`src/rtl/ila_buffer_reader.sv`:
```
// Streaming readout of the ILA sample buffer onto a valid/ready stream, one beat per DATA_W slice.
// Define ILA_READER_HEADER_EN to prefix the readout with a sample-count header beat.
module ila_buffer_reader #(
  parameter  int DATA_W   = 32,
  parameter  int SIGNAL_W = 32,
  parameter  int BUFFER_W = 10,
  parameter  int READ_LAT = 2,
  localparam int WORDS    = (SIGNAL_W + DATA_W - 1) / DATA_W,
  localparam int SEL_W    = (WORDS > 1) ? $clog2(WORDS) : 1
) (
  input  logic                clk_i,
  input  logic                arst_n_i,
  input  logic                cke_i,
  input  logic                start_i,
  input  logic                abort_i,
  input  logic [BUFFER_W-1:0] samples_i,
  output logic [BUFFER_W-1:0] index_o,
  output logic [SEL_W-1:0]    value_select_o,
  input  logic [DATA_W-1:0]   value_i,
  output logic [DATA_W-1:0]   m_tdata_o,
  output logic                m_tvalid_o,
  input  logic                m_tready_i,
  output logic                m_tlast_o,
  output logic                busy_o,
  output logic                done_o
);

  localparam int CNT_W = (READ_LAT > 1) ? $clog2(READ_LAT + 1) : 1;
  localparam logic [SEL_W-1:0] SEL_LAST = SEL_W'(WORDS - 1);

  typedef enum logic [2:0] {
    IDLE,
`ifdef ILA_READER_HEADER_EN
    HDR,
`endif
    ISSUE,
    WAIT,
    SEND
  } state_t;

  state_t              state_q;
  logic [BUFFER_W-1:0] n_lat_q;
  logic [BUFFER_W-1:0] idx_q;
  logic [SEL_W-1:0]    sel_q;
  logic [CNT_W-1:0]    cnt_q;
  logic [DATA_W-1:0]   tdata_q;
  logic                tvalid_q;
  logic                tlast_q;
  logic                busy_q;
  logic                done_q;
  logic                last_d;

  always_comb begin
    last_d = (idx_q == n_lat_q - BUFFER_W'(1)) && (sel_q == SEL_LAST);
  end

  // idx_q/sel_q only change when entering ISSUE, so they double as the registered read port.
  always_ff @(posedge clk_i or negedge arst_n_i) begin
    if (!arst_n_i) begin
      state_q  <= IDLE;
      n_lat_q  <= '0;
      idx_q    <= '0;
      sel_q    <= '0;
      cnt_q    <= '0;
      tdata_q  <= '0;
      tvalid_q <= 1'b0;
      tlast_q  <= 1'b0;
      busy_q   <= 1'b0;
      done_q   <= 1'b0;
    end else if (cke_i) begin
      done_q <= 1'b0;
      if (abort_i && (state_q != IDLE)) begin
        state_q  <= IDLE;
        tvalid_q <= 1'b0;
        tlast_q  <= 1'b0;
        busy_q   <= 1'b0;
      end else begin
        case (state_q)
          IDLE: begin
            if (start_i) begin
              n_lat_q <= samples_i;
              idx_q   <= '0;
              sel_q   <= '0;
`ifdef ILA_READER_HEADER_EN
              state_q  <= HDR;
              busy_q   <= 1'b1;
              tdata_q  <= DATA_W'(samples_i);
              tvalid_q <= 1'b1;
              tlast_q  <= (samples_i == '0);
`else
              if (samples_i == '0) begin
                done_q <= 1'b1;
              end else begin
                state_q <= ISSUE;
                busy_q  <= 1'b1;
              end
`endif
            end
          end
`ifdef ILA_READER_HEADER_EN
          HDR: begin
            if (m_tready_i) begin
              tvalid_q <= 1'b0;
              tlast_q  <= 1'b0;
              if (tlast_q) begin
                state_q <= IDLE;
                busy_q  <= 1'b0;
                done_q  <= 1'b1;
              end else begin
                state_q <= ISSUE;
              end
            end
          end
`endif
          ISSUE: begin
            cnt_q   <= CNT_W'(READ_LAT);
            state_q <= WAIT;
          end
          WAIT: begin
            if (cnt_q == CNT_W'(1)) begin
              tdata_q  <= value_i;
              tvalid_q <= 1'b1;
              tlast_q  <= last_d;
              state_q  <= SEND;
            end else begin
              cnt_q <= cnt_q - CNT_W'(1);
            end
          end
          SEND: begin
            if (m_tready_i) begin
              tvalid_q <= 1'b0;
              tlast_q  <= 1'b0;
              if (tlast_q) begin
                state_q <= IDLE;
                busy_q  <= 1'b0;
                done_q  <= 1'b1;
              end else if (sel_q == SEL_LAST) begin
                sel_q   <= '0;
                idx_q   <= idx_q + BUFFER_W'(1);
                state_q <= ISSUE;
              end else begin
                sel_q   <= sel_q + SEL_W'(1);
                state_q <= ISSUE;
              end
            end
          end
          default: state_q <= IDLE;
        endcase
      end
    end
  end

  assign index_o        = idx_q;
  assign value_select_o = sel_q;
  assign m_tdata_o      = tdata_q;
  assign m_tvalid_o     = tvalid_q;
  assign m_tlast_o      = tlast_q;
  assign busy_o         = busy_q;
  assign done_o         = done_q;

endmodule
```
`config.mk`:
```
export PLATFORM = sky130hd
export DESIGN_NAME = ila_buffer_reader
export DESIGN_NICKNAME = d
export VERILOG_FILES = /design/src/rtl/ila_buffer_reader.sv
export SDC_FILE = /design/constraint.sdc
export NUM_CORES = 1
export LEC_CHECK = 0
export CORE_MARGIN = 5
export CORE_UTILIZATION = 47
export DETAILED_ROUTE_END_ITERATION = 12
export PLACE_DENSITY = 0.8
export SETUP_SLACK_MARGIN = 0.02
export SYNTH_ARGS = -nofsm -noshare
export SYNTH_HDL_FRONTEND = slang
export SYNTH_SLANG_ARGS = --single-unit
```
`constraint.sdc`:
```
create_clock -name clk_i -period 2.9 [get_ports clk_i]
set_clock_uncertainty 0.15 [all_clocks]
set_input_delay 0.725 -clock clk_i [delete_from_list [all_inputs] [get_ports clk_i]]
set_output_delay 0.725 -clock clk_i [all_outputs]
set_load 0.01 [all_outputs]
```
After elaboration in Yosys (flattened, before gate mapping). Cells that the tools add are included.

Input bits: 48. Word-level logic and storage cells: 86. Flip-flop bits (word level): 62.

Bitwise gates (word level): 2. Add/sub/neg operators: 4. Equal/unequal tests: 15. Reductions and logical operators: 17. Multiplexer cells: 38.

Operator list (number): 10-bit 2-to-1 mux (4); 1-bit 2-to-1 mux (20); 10-bit case mux with 2 select lines (1); 4-bit AND reduction (4); 3-bit 2-to-1 mux (5); 3-bit inequality test, second input constant (5); 3-bit case mux with 4 select lines (1); 6-bit AND reduction (2); 10-bit by 1-bit adder with 10-bit output, second input constant (1); 10-bit == test (1); 10-bit logical NOT (1); 2-bit inequality test, second input constant (5); 1-bit case mux with 2 select lines (5); 10-bit by 1-bit subtractor with 10-bit output, second input constant (1); 3-bit nonzero test (3); 7-bit AND reduction (1); 3-bit by 2-bit == test with 1-bit output, second input constant (2); 5-bit AND reduction (1); 2-bit case mux with 2 select lines (1); 2-bit nonzero test (2); 3-bit by 1-bit == test with 1-bit output, second input constant (1); 3-bit logical NOT (1); 2-bit by 1-bit == test with 1-bit output, second input constant (1); 1-bit logical AND (2); 4 further kinds (5).

Logic depth before layout (Yosys ltp). Gate-level depths: netlist of the first run.

Word-level depth: 6. Mapped depth: 8.

Least setup slack after synthesis of the first run. Ideal clock, no wire load.

Kind: register -> register. Start: reg state_q[0]. End: reg idx_q[8], in the netlist index_o[8]. Required time: 2.625 ns. Path slack: 0.744 ns. Arrival time: 1.881 ns. Library setup time: 0.125 ns. Cell stages (with the launch flop): 9. Cell sequence: dfrtp_1 inv_1 ha_1 buf_6 nor2_1 o2111ai_4 and4bb_2 nand3_2 mux2_4.

Word-level cells in the longest chain between the ends: 4. Elaborated cells between the ends (all ways): 12. Those cells by class: 5 x eq/ne; 1 x mux; 1 x bitwise; 5 x reduce/logical.

Ends and longest elaborated chain: start, declared (line 41) `state_t state_q;`; start signal, assigned (line 60) `state_q <= IDLE;`; start signal, assigned (line 73) `state_q <= IDLE;`; start signal, assigned (line 94) `state_q <= ISSUE;`; parallel branches: the longest is 4 deep, another holds 7-bit AND reduction; end signal, assigned (line 139) `idx_q <= idx_q + BUFFER_W'(1);`; end, declared (line 43) `logic [BUFFER_W-1:0] idx_q;`.

Several ways; the timed one is not identified. A chain may end at the register's enable or synchronous reset.

Worst setup path after layout of the first run. Same ends and word-level chain as after synthesis.

==> impl_metrics.yaml, run 1 <==
power:
  clkPwrFrac: 0.198
  p_total_mw: 3.294
  p_per_area_nw_per_um2: 772.7
  p_int_mw: 2.136
  power_leakage_nw: 1.885
  vdd_drop_max_v: 0.0004867
  sw_frac_of_total: 0.3514
  switchingPower_mw: 1.157
  combPwrFrac: 0.400
  seq_power_share: 0.402
clocking:
  post_cts_buffers: 0
  ctsResizeCount: 0
  clock_latency_ns: 0.34
  root_buffer: "clkbuf_8"
  cts_hold_repair.buffers: 0
  cts_tree: "built"
  htreeDepth: 3
  cts_made_buffers: 9
  cts.sinks: 60
  clockBufferDepth: 2
  clk_pin_slew_ns: 0.08
logic_synthesis:
  seq_area_frac_synth: 0.4896
  synth_edf_count: 0
  ys_ff_latch: 60
  ys_async_sr_fraction: 1.000
  synth_nets: 321
  ys_warn_count: 0
  synthFlopType: "dfrtp_1"
  syn-cell-area_sq_um: 3067
  synthCells: 266
  yosysUniqueCellTypes: 56
  synth_area_per_cell_sq_um: 11.53
layout:
  final-instance-count-excl-fill: 448
  fillers: 466
  drive_above_1_share: 0.1968
  area_delta_synth_final_pct: 39.00
  finish.utilization: 0.6713
  mostFrequentLayoutCells: "92 x clkdlybuf4s50_1, 60 x dfrtp_1, 43 x mux2_2"
  final_nets: 422
  insertedDiodeCount: 0
  final_common_cell: "clkdlybuf4s50_1"
timing:
  rsz0062_at_grt: "no"
  fin_setup_tns_ns: 0
  period_share: 0.8397
  fmax_mhz: 410.7
  hold_violations: 0
  finalSetupViolCount: 0
  drv_slew: 0
  period_needed_ns: 2.435
place:
  gp_congestion: 0.8914
  io_buffers: 93
  post-dp-hpwl_microns: 5751
  dp_cells: 433
floorplan:
  initial_core_util: 0.4830
  core_sq_um: 6350
  fp.dieH_microns: 90.78
  design.die.area_sq_um: 8240
  io_pins: 95
  rows: 29
  fp.dieW_microns: 90.78
routing:
  drc_errors: 0
  drt-total-wl_microns: 7467
  drt_first_pass_iters: 5
  num_vias: 2438
  via_per_inst: 5.442
  ant_nets: 0
  drtIter0Drc: 110
  post_drt_wl_per_cell_microns: 16.67
setup_path:
  cpLargestDelayFamily: "simple AND/OR/NAND/NOR gates"
  r2r_cells: 7
  critical_path_depth: 7
  end_kind: "flop"
  cp-start-kind: "flop"
  cp_max_fo: 10
  path_cells: "inv_1 -> ha_1 -> and2_2 -> o2111ai_4 -> and4bb_2 -> nand3_2 -> mux2_4"
  worstSetupPathType: "reg -> reg"
  critical_path.max_stage_delay_ns: 0.43
  path_buf_inv: 1
  worst_ep_arrival_time_ns: 2.51
  critPathRequiredTime_ns: 2.97
  cp_slowest_cell: "dfrtp_1"
global_routing:
  grt_use_total: 0.1870
  grt_pass1_wl_microns: 12410
  antenna_found_initial: 0
  grt_max_degree: 29
  grt_overflow: 0
  grt_pass1_vias: 2585
run:
  maxCapViolations: 0
hold_path:
  min_path_type: "in -> async"
outcome:
  status: "complete, no violations"
metrics by stage:
stage | instance area (sq um) | worst slack, ns | hold slack (ns)
after floorplan | 3067 | 0.7435 | 0.2794
after global placement | 4098 | 0.2076 | 0.3366
after global routing | 4263 | 0.3380 | 0.1675
after CTS | 4263 | 0.4919 | 0.1531
after detailed placement | 4098 | 0.1765 | 0.3406
final | 4263 | 0.4649 | 0.1560
Yosys cell counts, types with 2 or more instances:
master / instances / area share
dfrtp_1: 60 / 0.49
mux2_2: 43 / 0.16
nor2_1: 25 / 0.031
xnor2_1: 12 / 0.034
nand2_1: 11 / 0.013
a21oi_1: 8 / 0.013
inv_1: 8 / 0.0098
nand3_1: 8 / 0.013
ha_1: 7 / 0.029
nor3_1: 6 / 0.0098
o21ai_0: 6 / 0.0098
buf_2: 5 / 0.0082
nand2b_1: 5 / 0.010
nor2b_1: 5 / 0.010
nor4_1: 5 / 0.010
xor2_1: 5 / 0.014
and4_1: 3 / 0.0086
a31o_1: 2 / 0.0057
clkbuf_1: 2 / 0.0024
nand3b_1: 2 / 0.0049
nand4_1: 2 / 0.0041
o31ai_1: 2 / 0.0049
sequential cells by signal, summed over array words and instances (netlist names):
register	flops
busy_o	1
cnt_q	2
done_o	1
index_o	10
m_tdata_o	32
m_tlast_o	1
m_tvalid_o	1
n_lat_q	10
state_q	2
cell families (layout without fill, tap and decap cells):
group	Yosys count	in the layout	share of synthesized area
xor+xnor	17	17	0.04855
buf+inv	17	122	0.02652
simple gates	85	85	0.1542
fa+ha+maj	7	7	0.02856
compound gates	34	34	0.08528
mux	45	45	0.1661
flops	60	60	0.4896
other cells	1	1	0.001223
power by group through the flow:
| stage | Combinational [mW] | Sequential [mW] | Clock [mW] |
|---|---|---|---|
| floorplan | 0.724 | 1.36 | 0 |
| global placement | 1.28 | 1.32 | 0 |
| detailed placement | 1.32 | 1.34 | 0 |
| CTS | 1.33 | 1.32 | 0.671 |
| global route | 1.46 | 1.37 | 0.714 |
| finish | 1.32 | 1.32 | 0.653 |
area by class of cell:
cell class | count | area, sq um | area share
Sequential cell | 60 | 1501 | 0.3522
Multi-Input combinational cell | 189 | 1486 | 0.3487
Timing Repair Buffer | 99 | 983.4 | 0.2307
Clock buffer | 9 | 123.9 | 0.02906
Tap cell | 77 | 96.34 | 0.02260
Clock inverter | 6 | 41.29 | 0.009686
Inverter | 8 | 30.03 | 0.007044
final timing paths:
kind                                           start                        end  slack (ns)
setup / recovery              state_q[0]$_DFFE_PN0P_     index_o[8]$_DFFE_PN0P_        0.46
setup reg to reg              state_q[0]$_DFFE_PN0P_     index_o[8]$_DFFE_PN0P_        0.46
min in group clk_i         m_tdata_o[27]$_DFFE_PN0P_  m_tdata_o[27]$_DFFE_PN0P_        0.36
hold / removal                              arst_n_i  m_tdata_o[28]$_DFFE_PN0P_        0.16
hold reg to reg            m_tdata_o[27]$_DFFE_PN0P_  m_tdata_o[27]$_DFFE_PN0P_        0.36
max in group asynchronous                   arst_n_i     index_o[5]$_DFFE_PN0P_        1.85
layer usage:
layer	GRT usage	routed length [microns]
met4	0.07824	114
met5	0	0
met1	0.2164	2980
met3	0.1000	895
met2	0.2881	3476
Power figures use the tool's default switching activity.
==> run 2, diff against run 1 <==
==> constraint.sdc (replaced) <==
create_clock -name clk_i -period 2.3 [get_ports clk_i]
set_clock_uncertainty 0.15 [all_clocks]
set_input_delay 0.575 -clock clk_i [delete_from_list [all_inputs] [get_ports clk_i]]
set_output_delay 0.575 -clock clk_i [all_outputs]
set_load 0.01 [all_outputs]
==> run 2 against run 1 <==
Via count is 4.8% higher; critical path depth is 6 lower; sequential power rose by 26%; highest routed layer unchanged; routed wire length increased by 2.9%; setup slack worse by 0.34 ns; die area stayed put; global-route usage grew 0.83 points; non-clock buffer count up 14; largest cell class unchanged.
==> impl_metrics.yaml, run 2 (synthesis gave the netlist of run 1 again) <==
setup_path:
  cp_slowest_cell: "clkdlybuf4s50_1"
  path_cells: "clkdlybuf4s50_1"
  cpLargestDelayFamily: "buffers and inverters"
  worstSetupPathType: "reg -> out"
  critical_path.max_stage_delay_ns: 0.60
  cp-start-kind: "flop"
  cp_max_fo: 8
  critPathRequiredTime_ns: 1.57
  end_kind: "output port"
  path_buf_inv: 1
  worst_ep_arrival_time_ns: 1.45
timing:
  drv_slew: 0
  hold_violations: 0
  fmax_mhz: 458.7
  rsz0062_at_grt: "no"
  period_needed_ns: 2.180
  finalSetupViolCount: 0
  fin_ws_ns: 0.1201
  period_share: 0.9478
global_routing:
  antenna_found_initial: 0
  grt_pass1_wl_microns: 12900
  grt_pass1_vias: 2649
  grt_overflow: 0
  grt_use_total: 0.1952
  grt_max_degree: 61
routing:
  drt-total-wl_microns: 7685
  drt_first_pass_iters: 4
  drtIter0Drc: 111
  drc_errors: 0
  num_vias: 2556
  post_drt_wl_per_cell_microns: 16.60
  ant_nets: 0
  via_per_inst: 5.521
floorplan:
  core_sq_um: 6350
  fp.dieH_microns: 90.78
  fp.dieW_microns: 90.78
  initial_core_util: 0.4830
  design.die.area_sq_um: 8240
  io_pins: 95
  rows: 29
power:
  p_total_mw: 4.270
  vdd_drop_max_v: 0.0006238
  p_per_area_nw_per_um2: 970.0
  power_leakage_nw: 1.962
clocking:
  cts_made_buffers: 9
  root_buffer: "clkbuf_8"
  clock_latency_ns: 0.35
  cts_tree: "built"
  cts.sinks: 60
  clk_pin_slew_ns: 0.08
  htreeDepth: 3
  cts_hold_repair.buffers: 0
  clockBufferDepth: 2
place:
  gp_congestion: 0.8254
  dp_cells: 447
  post-dp-hpwl_microns: 5676
  io_buffers: 93
  post-place-ws_ns: -0.1160
outcome:
  status: "complete, no violations"
layout:
  insertedDiodeCount: 0
  multi_input_area_sq_um: 1491
  seq_area_sq_um: 1501
  final_nets: 436
  fillers: 468
  final-instance-count-excl-fill: 463
  final_common_cell: "clkdlybuf4s50_1"
  drive_above_1_share: 0.2306
  largest_reg_flops: 32
  area_delta_synth_final_pct: 43.53
  mostFrequentLayoutCells: "92 x clkdlybuf4s50_1, 60 x dfrtp_1, 43 x mux2_2"
hold_path:
  min_path_type: "in -> async"
run:
  maxCapViolations: 0
-- run 2: what timing repair did --
| item | in CTS | in global routing |
|---|---|---|
| resized for setup | 0 | 2 |
| endpoints found under the hold margin | 0 | 0 |
| setup buffers | 0 | 0 |
| endpoints found under the setup margin | 0 | 4 |
-- run 2: worst paths after layout --
path                                            from  cells past startpoint                        end  slack (ns)
max                           index_o[3]$_DFFE_PN0P_                      1                 index_o[3]        0.12
min                                         arst_n_i                      2  m_tdata_o[31]$_DFFE_PN0P_        0.05
max reg2reg                   state_q[0]$_DFFE_PN0P_                      7      m_tlast_o$_DFFE_PN0P_        0.16
min reg2reg                m_tdata_o[25]$_DFFE_PN0P_                      1  m_tdata_o[25]$_DFFE_PN0P_        0.36
max in group asynchronous                   arst_n_i                      2     index_o[4]$_DFFE_PN0P_        1.65
min in group clk_i         m_tdata_o[25]$_DFFE_PN0P_                      1  m_tdata_o[25]$_DFFE_PN0P_        0.36
-- run 2: per-stage QoR --
stage          TNS, ns  cell area [sq um]  utilization  hold WS [ns]
2_1_floorplan        0               3067            -        0.1294
3_3_place_gp    -3.083               4228       0.6658        0.3384
3_5_place_dp    -3.682               4228       0.6658        0.3455
4_1_cts              0               4397       0.6924       0.07281
5_1_grt              0               4402       0.6932       0.07408
6_report             0               4402       0.6932       0.05179
-- run 2: area by class of cell --
class | instances | share of cell area
Clock inverter | 6 | 0.009380
Multi-Input combinational cell | 189 | 0.3388
Tap cell | 77 | 0.02189
Inverter | 8 | 0.006822
Clock buffer | 10 | 0.02899
Sequential cell | 60 | 0.3411
Timing Repair Buffer | 113 | 0.2530
-- run 2: report_power, final --
| part | internal, mW | total [mW] | switching [mW] | leakage [nW] |
|---|---|---|---|---|
| clock | 0.388 | 0.842 | 0.454 | 0.0783 |
| combinational | 1.01 | 1.76 | 0.749 | 1.08 |
| sequential | 1.37 | 1.66 | 0.295 | 0.800 |
| total | 2.77 | 4.27 | 1.50 | 1.96 |
-- run 2: per-layer routing --
layer	wire length, microns	up-vias	part of all wire	global-route usage
li1	-	1184	-	-
met1	2992	1250	0.39	0.2267
met2	3530	108	0.46	0.2954
met3	1009	14	0.13	0.1067
met4	153	0	0.020	0.08802
met5	0	-	0	0
